## config.mk

```make
export PLATFORM = sky130hd
export DESIGN_NAME = aes_block_packer
export DESIGN_NICKNAME = d
export VERILOG_FILES = /design/src/rtl/aes_pkg.sv /design/src/rtl/aes_pad_gen.sv /design/src/rtl/aes_block_packer.sv
export SDC_FILE = /design/constraint.sdc
export NUM_CORES = 1
export LEC_CHECK = 0
export CAP_MARGIN = 40
export CORE_MARGIN = 5
export CORE_UTILIZATION = 40
export DETAILED_ROUTE_END_ITERATION = 8
export PLACE_DENSITY = 0.63
export SLEW_MARGIN = 5
export SYNTH_ARGS = -nofsm -noshare
export SYNTH_HDL_FRONTEND = slang
export SYNTH_HIERARCHICAL = 1
export SYNTH_SLANG_ARGS = --single-unit
export TNS_END_PERCENT = 5
```

## constraint.sdc

```tcl
create_clock -name clk -period 14.55 [get_ports clk]
set_input_delay 3.6375 -clock clk [delete_from_list [all_inputs] [get_ports clk]]
set_output_delay 3.6375 -clock clk [all_outputs]
set_load 0.01 [all_outputs]
```

## src/rtl/aes_pkg.sv

```systemverilog
`default_nettype none
// +----------------------------------------------------------------------+
// | aes_pkg : shared constants and helpers for AES plaintext packing     |
// | Revision: 1.0                                                        |
// +----------------------------------------------------------------------+
package aes_pkg;

   localparam int AES_BLOCK_BYTES = 16;

   localparam logic PAD_ZERO  = 1'b0;
   localparam logic PAD_PKCS7 = 1'b1;

   localparam logic [1:0] FILL = 2'd0;
   localparam logic [1:0] PAD  = 2'd1;
   localparam logic [1:0] XPAD = 2'd2;

   // n = bytes already present in the block (0..16)
   function automatic logic [7:0] pkcs7_pad_value(input logic [4:0] n);
      return {3'b000, 5'd16 - n};
   endfunction

endpackage
`default_nettype wire

```

## src/rtl/aes_pad_gen.sv

```systemverilog
`default_nettype none
// +----------------------------------------------------------------------+
// | aes_pad_gen : keeps the first n bytes of a block, pads the rest      |
// | Revision: 1.0                                                        |
// +----------------------------------------------------------------------+
module aes_pad_gen
   import aes_pkg::*;
(
   input  logic [127:0] block,
   input  logic [4:0]   n,
   input  logic         mode,
   output logic [127:0] padded
);

   logic [7:0] pad_byte;

   assign pad_byte = (mode == PAD_PKCS7) ? pkcs7_pad_value(n) : 8'h00;

   for (genvar i = 0; i < AES_BLOCK_BYTES; i++) begin : g_byte
      assign padded[127-8*i -: 8] = (5'(i) < n) ? block[127-8*i -: 8] : pad_byte;
   end

endmodule
`default_nettype wire

```

## src/rtl/aes_block_packer.sv

```systemverilog
`default_nettype none
// +----------------------------------------------------------------------+
// | aes_block_packer : byte stream -> padded 128-bit plaintext blocks    |
// | Revision: 1.0                                                        |
// +----------------------------------------------------------------------+
module aes_block_packer
   import aes_pkg::*;
#(
   parameter int unsigned PAD_MODE = 1,
   parameter int unsigned CNT_W    = 32
) (
   input  logic             clk,
   input  logic             rst,
   input  logic [7:0]       in_data,
   input  logic             in_valid,
   input  logic             in_last,
   output logic             in_ready,
   output logic [127:0]     blk_data,
   output logic             blk_valid,
   output logic             blk_last,
   input  logic             blk_ready,
   output logic [CNT_W-1:0] blk_cnt,
   output logic             busy
);

   localparam logic MODE_PKCS7 = (PAD_MODE != 0);

   logic [1:0]       state_q, state_d;
   logic [3:0]       idx_q, idx_d;
   logic [127:0]     asm_q, asm_d;
   logic [127:0]     out_data_q, out_data_d;
   logic             out_valid_q, out_valid_d;
   logic             out_last_q, out_last_d;
   logic [CNT_W-1:0] cnt_q, cnt_d;

   logic             slot_free;
   logic             load;
   logic [127:0]     load_data;
   logic             load_last;
   logic [127:0]     padded;

   assign slot_free = !out_valid_q || blk_ready;

   // While in PAD, idx_q holds the number of bytes stored
   aes_pad_gen u_pad_gen (
      .block  (asm_q),
      .n      ({1'b0, idx_q}),
      .mode   (MODE_PKCS7),
      .padded (padded)
   );

   always_ff @(posedge clk or posedge rst) begin
      if (rst) begin
         state_q     <= FILL;
         idx_q       <= 4'd0;
         asm_q       <= '0;
         out_data_q  <= '0;
         out_valid_q <= 1'b0;
         out_last_q  <= 1'b0;
         cnt_q       <= '0;
      end else begin
         state_q     <= state_d;
         idx_q       <= idx_d;
         asm_q       <= asm_d;
         out_data_q  <= out_data_d;
         out_valid_q <= out_valid_d;
         out_last_q  <= out_last_d;
         cnt_q       <= cnt_d;
      end
   end

   always_comb begin
      state_d   = state_q;
      idx_d     = idx_q;
      asm_d     = asm_q;
      load      = 1'b0;
      load_data = out_data_q;
      load_last = 1'b0;
      case (state_q)
         FILL: begin
            if (in_valid && in_ready) begin
               if (idx_q == 4'd15) begin
                  load      = 1'b1;
                  load_data = {asm_q[127:8], in_data};
                  load_last = in_last && !MODE_PKCS7;
                  idx_d     = 4'd0;
                  asm_d     = '0;
                  if (in_last && MODE_PKCS7) state_d = XPAD;
               end else begin
                  for (int b = 0; b < AES_BLOCK_BYTES; b++) begin
                     if (idx_q == 4'(b)) asm_d[127-8*b -: 8] = in_data;
                  end
                  idx_d = idx_q + 4'd1;
                  if (in_last) state_d = PAD;
               end
            end
         end
         PAD: begin
            if (slot_free) begin
               load      = 1'b1;
               load_data = padded;
               load_last = 1'b1;
               idx_d     = 4'd0;
               asm_d     = '0;
               state_d   = FILL;
            end
         end
         XPAD: begin
            if (slot_free) begin
               load      = 1'b1;
               load_data = {AES_BLOCK_BYTES{8'h10}};
               load_last = 1'b1;
               state_d   = FILL;
            end
         end
         default: state_d = FILL;
      endcase
   end

   always_comb begin
      in_ready = 1'b0;
      if (state_q == FILL) in_ready = (idx_q != 4'd15) || slot_free;
   end

   // A drain and a load in the same cycle leave the register valid with the new block
   always_comb begin
      out_data_d  = out_data_q;
      out_last_d  = out_last_q;
      out_valid_d = out_valid_q && !blk_ready;
      cnt_d       = cnt_q;
      if (out_valid_q && blk_ready) cnt_d = cnt_q + {{(CNT_W-1){1'b0}}, 1'b1};
      if (load) begin
         out_data_d  = load_data;
         out_last_d  = load_last;
         out_valid_d = 1'b1;
      end
   end

   assign blk_data  = out_data_q;
   assign blk_valid = out_valid_q;
   assign blk_last  = out_last_q;
   assign blk_cnt   = cnt_q;
   assign busy      = (state_q != FILL) || (idx_q != 4'd0) || out_valid_q;

endmodule
`default_nettype wire
```

==> flow_metrics.py, run 1 <==
metrics = {
    "timing": {
        "setup_violations": 0,
        "finalHoldViolCount": 0,
        "worst_pin_slew_ns": 0.9526,
        "min_period_ns": 8.786,
        "finalMaxSlewViolations": 0,
        "min_period_over_period_pct": 60.39,
        "finalSetupTns_ns": 0,
        "layout_setup_ws_ns": 5.764,
        "maxSlewHeadroom_pct": 36.42,
        "fin_skew_ns": 0.01924,
        "rsz0062_at_grt": "no",
        "hold_slack_ns": 0.4729,
        "max_freq_ghz": 0.1138,
    },
    "die": {
        "dieArea_um2": 41220,
        "initial_core_util_pct": 40.61,
        "fp-row-count": 70,
        "ios": 177,
        "core_um2": 36700,
        "die_h_um": 203.0,
        "die_x_um": 203.0,
    },
    "detailed_routing": {
        "drc": 0,
        "antenna_left": 0,
        "vias": 10972,
        "drtIter0Drc": 746,
        "first_pass_iters": 5,
        "viasPerCell": 5.225,
        "wl_um": 39800,
        "wl_per_cell_um": 18.95,
    },
    "synth": {
        "syn_avg_cell_area_um2": 10.20,
        "postSynthCellCount": 1461,
        "ys_ff_latch": 288,
        "syn_area_um2": 14900,
        "yosysTopAreaCell": "dfrtp_1",
        "yosys_warnings": 6,
        "async_flop_share_pct": 100.0,
        "synth_enable_flop_cells": 0,
        "synth-main-ff-cell": "dfrtp_1",
        "yosysTopAreaCellShare_pct": 48.36,
        "yosysUniqueCellTypes": 72,
        "ys_seq_area_share_pct": 48.36,
        "synth_area_leaders": "dfrtp_1 48%, mux2_1 11%, mux2i_1 6.2%",
        "synth_common_cells": "288 x dfrtp_1, 180 x nand2_1, 170 x o21ai_0",
        "yosysMostFrequentCell": "dfrtp_1",
    },
    "critical_path": {
        "cp.required_ns": 10.91,
        "r2r_slack_ns": 10.51,
        "r2r_start": "state_q[0]",
        "cp_max_fo": 5,
        "r2r-end": "blk_data[91]",
        "critPathLaunchType": "input port",
        "worst-endpoint-arrival_ns": 5.15,
        "endpoint_kind": "output pin",
        "crit_type": "in -> out",
        "r2r_cells": 8,
    },
    "min_path": {
        "worst_hold_path.endpoint": "blk_cnt[31]",
        "whs_path_depth": 1,
        "hold_class": "reg -> reg",
        "min-delay-start": "blk_cnt[31]",
    },
    "cells_and_area": {
        "nets": 1631,
        "drive_above_1_share_pct": 8.272,
        "syn_to_final_growth_pct": 21.59,
        "fin_cells": 2100,
        "multi_input_area_um2": 6690,
        "fin_area_um2": 18120,
        "seq_area_um2": 7207,
        "n_antenna_cell": 0,
        "nFillCells": 3328,
    },
    "power": {
        "power.density_nw_per_um2": 216.1,
        "leakage_uw": 0.008377,
        "ir_worst_vdd_mv": 0.1152,
    },
    "placement": {
        "post-place-ws_ns": 5.798,
        "dp_hpwl_um": 26330,
        "port_buffers": 176,
        "place_area_um2": 17030,
        "place.gp.congestion": 0.8367,
        "placed_cells": 2039,
    },
    "global_route": {
        "grt_overflow": 0,
        "grt_usage_pct": 19.14,
        "busiest_layer": "met2",
        "grt_use_met3_pct": 3.067,
        "use_met1_pct": 26.99,
        "antenna_found_initial": 0,
        "grt_pass1_vias": 11126,
        "grt_pass1_wl_um": 64100,
        "grt_max_degree": 92,
        "met2_usage_pct": 31.24,
    },
    "clocking": {
        "cts_htree_levels": 2,
        "cts_buffers": 34,
        "cts_setup_buffers": 0,
        "clock_path_buffers": 3,
        "holdBufCountCts": 0,
        "path_clk_slew_ns": 0.06,
        "clk_latency_ns": 0.51,
        "cts_resized": 0,
        "cts_tree": "built",
        "ctsRootBufferMaster": "clkbuf_16",
        "cts_sinks": 288,
    },
    "outcome": {
        "outcome": "completed",
    },
    "run": {
        "drv_cap": 0,
    },
}
-- worst max-delay path by stage --
stage | from | cells past startpoint | end
floorplan | rst | 1 | asm_q[100]
global placement | blk_ready | 4 | in_ready
detailed placement | blk_ready | 4 | in_ready
CTS | blk_ready | 4 | in_ready
global route | blk_ready | 4 | in_ready
finish | blk_ready | 4 | in_ready
-- critical path, cell delays in order --
cell,delay [ns]
clkdlybuf4s50_1,0.52
nor2b_1,0.10
a31oi_1,0.28
clkdlybuf4s50_1,0.61
-- logic make-up after synthesis --
logic type               count (synthesis)  share of synthesized area [%]
other                                    2                        0.05039
buffers and inverters                  226                          7.203
flip-flops                             288                          48.36
AO/OA/AOI/OAI                          283                          11.35
multiplexers                           249                          18.07
adder cells (fa/ha/maj)                 11                         0.9235
AND/OR/NAND/NOR                        370                          12.17
XOR/XNOR                                32                          1.881
-- cells in the final DEF (no fill, tap or decap), types with 27 or more instances in the layout --
cell,Yosys,layout
a21oi_1,37,37
and2_1,56,56
clkbuf_16,0,35
clkdlybuf4s50_1,0,176
dfrtp_1,288,288
inv_1,126,125
mux2_1,139,139
mux2i_1,92,92
nand2_1,180,180
nand3_1,34,34
nor2_1,28,28
o21ai_0,170,170
xnor2_1,27,27
-- power by group --
part	total [µW]	switching, µW	internal (µW)
clock network	839	341	498
registers	1340	201	1140
logic	1740	942	796
-- through the flow --
step / total power (µW) / utilization [%]
after floorplan: 2399 / -
after CTS: 3962 / 49.38
after global placement: 3027 / 45.80
after detailed placement: 3101 / 46.39
after global routing: 4188 / 49.38
final: 3916 / 49.38
-- final cells by class --
| type | instances | area share, % |
|---|---|---|
| flip-flops and latches | 288 | 39.77 |
| well taps | 468 | 3.232 |
| multi-input cells | 959 | 36.92 |
| clock buffers | 44 | 5.241 |
| repair buffers | 198 | 11.38 |
| inverters | 126 | 2.652 |
| clock inverters | 17 | 0.8010 |
-- sequential cells by signal, indices dropped and copies added, names as in the netlist --
name	flops
idx_q	4
blk_valid	1
blk_last	1
asm_q	120
state_q	2
blk_data	128
blk_cnt	32
-- metal layers --
layer,share of wire [%],up-vias
met2,47,261
met4,2.0,0
met3,4.4,51
li1,-,5218
met1,47,5442
met5,0,-
Note: power is estimated with default switching activity, not from simulation.
==> run 2: changes to the inputs <==
- clock period: 14.55 -> 8.3 ns (I/O delays scaled with it)
==> run 2 against run 1 <==
Compared with the run above:
- sequential power grew 75%
- critical path depth is the same
- hold slack lost 0.0034 ns
- combinational power grew 74%
- die area is the same
- clock power grew 79%
- design area shrank 0.35%
- count of clock-buffer cells in the layout grew 10
- critical path type unchanged
- largest cell class unchanged
- highest routed layer unchanged
==> flow_metrics.py, run 2 (synthesized netlist as in run 1, its figures left out) <==
metrics = {
    "global_route": {
        "grt_pass1_wl_um": 63730,
        "antenna_found_initial": 0,
        "grt_usage_pct": 19.10,
        "grt_pass1_vias": 10963,
        "grt_max_degree": 192,
        "grt_overflow": 0,
    },
    "clocking": {
        "cts_htree_levels": 2,
        "cts_tree": "built",
        "clk_latency_ns": 0.52,
        "cts_sinks": 288,
        "holdBufCountCts": 0,
        "ctsRootBufferMaster": "clkbuf_16",
        "cts_setup_buffers": 0,
        "clock_path_buffers": 3,
        "path_clk_slew_ns": 0.05,
        "cts_buffers": 35,
        "cts_resized": 0,
    },
    "min_path": {
        "hold_class": "reg -> reg",
    },
    "die": {
        "core_um2": 36700,
        "initial_core_util_pct": 40.61,
        "fp-row-count": 70,
        "die_x_um": 203.0,
        "dieArea_um2": 41220,
        "die_h_um": 203.0,
        "ios": 177,
    },
    "detailed_routing": {
        "antenna_left": 0,
        "wl_um": 40140,
        "viasPerCell": 5.247,
        "drc": 0,
        "vias": 10997,
        "drtIter0Drc": 759,
        "first_pass_iters": 5,
        "wl_per_cell_um": 19.15,
    },
    "placement": {
        "placed_cells": 2036,
        "place.gp.congestion": 0.8318,
        "port_buffers": 176,
        "dp_hpwl_um": 26180,
        "place_area_um2": 16920,
    },
    "timing": {
        "fin_skew_ns": 0.01098,
        "max_freq_ghz": 0.1766,
        "hold_slack_ns": 0.4695,
        "finalSetupTns_ns": 0,
        "finalHoldViolCount": 0,
        "min_period_ns": 5.663,
        "finalMaxSlewViolations": 0,
        "maxSlewHeadroom_pct": 21.37,
        "rsz0062_at_grt": "no",
        "setup_violations": 0,
        "min_period_over_period_pct": 68.22,
        "worst_pin_slew_ns": 1.180,
    },
    "power": {
        "comb_power_share_pct": 44.0,
        "clock_power_share_pct": 21.8,
        "seqPwrFrac_pct": 34.2,
        "leakage_uw": 0.008336,
        "intPower_uw": 4281,
        "ir_worst_vdd_mv": 0.2081,
        "switchingPower_uw": 2592,
        "power_uw": 6873,
        "swShare_pct": 37.72,
        "power.density_nw_per_um2": 380.6,
    },
    "critical_path": {
        "cp.required_ns": 6.23,
        "endpoint_kind": "output pin",
        "endpoint": "in_ready",
        "cp_max_fo": 5,
        "r2r-end": "blk_data[84]",
        "critPathLaunch": "blk_ready",
        "r2r_start": "state_q[0]",
        "r2r_slack_ns": 4.34,
        "r2r_cells": 7,
        "critPathLaunchType": "input port",
        "worst-endpoint-arrival_ns": 3.59,
        "crit_type": "in -> out",
    },
    "cells_and_area": {
        "final_common_cell": "dfrtp_1",
        "syn_to_final_growth_pct": 21.16,
        "fin_area_um2": 18060,
        "nFillCells": 3334,
        "final_cell_mix": "288 x dfrtp_1, 180 x nand2_1, 176 x clkdlybuf4s50_1",
        "fin_cells": 2096,
        "largest_reg_flops": 128,
        "nets": 1629,
        "drive_above_1_share_pct": 7.985,
        "n_antenna_cell": 0,
    },
    "outcome": {
        "outcome": "completed",
    },
    "run": {
        "drv_cap": 0,
    },
}
-- run 2: worst max-delay path: stages --
cell,delay [ns]
clkdlybuf4s50_1,0.58
nor2b_1,0.12
a31oi_1,0.20
clkdlybuf4s50_1,0.61
-- run 2: worst min path at each step --
stage	startpoint	slack, ns	end	cells after the start
after global routing	blk_data[79]	0.50	blk_data[79]	1
final	blk_cnt[31]	0.47	blk_cnt[31]	1
after floorplan	asm_q[28]	0.48	asm_q[28]	1
after global placement	blk_cnt[31]	0.46	blk_cnt[31]	1
after detailed placement	blk_data[72]	0.47	blk_data[72]	1
after CTS	blk_cnt[31]	0.48	blk_cnt[31]	1
-- run 2: metal layers --
metal | GRT usage, % | part of all wire (%) | wire [µm] | vias up
li1 | - | - | - | 5206
met1 | 27.24 | 46 | 18580 | 5427
met2 | 30.01 | 46 | 18420 | 292
met3 | 3.099 | 4.7 | 1890 | 72
met4 | 5.999 | 3.1 | 1241 | 0
met5 | 0 | 0 | 0 | -
-- run 2: power by group through the flow --
stage	registers [µW]	logic, µW	clock network (µW)
floorplan	2410	1790	0
global placement	2350	2950	0
detailed placement	2370	3050	0
CTS	2350	3060	1540
global route	2430	3320	1590
finish	2350	3030	1500
-- run 2: layout make-up --
class	instances	area, µm²	area share [%]
clock inverters	6	35.03	0.1940
repair buffers	195	1962	10.87
flip-flops and latches	288	7207	39.91
well taps	468	585.6	3.243
clock buffers	54	1100	6.091
multi-input cells	959	6690	37.05
inverters	126	476.7	2.640
-- run 2: stage by stage --
stage	util (%)	worst slack, ns
2_1_floorplan	-	2.406
5_1_grt	49.20	2.572
6_report	49.20	2.637
4_1_cts	49.20	2.664
3_5_place_dp	46.11	2.671
3_3_place_gp	45.84	2.732
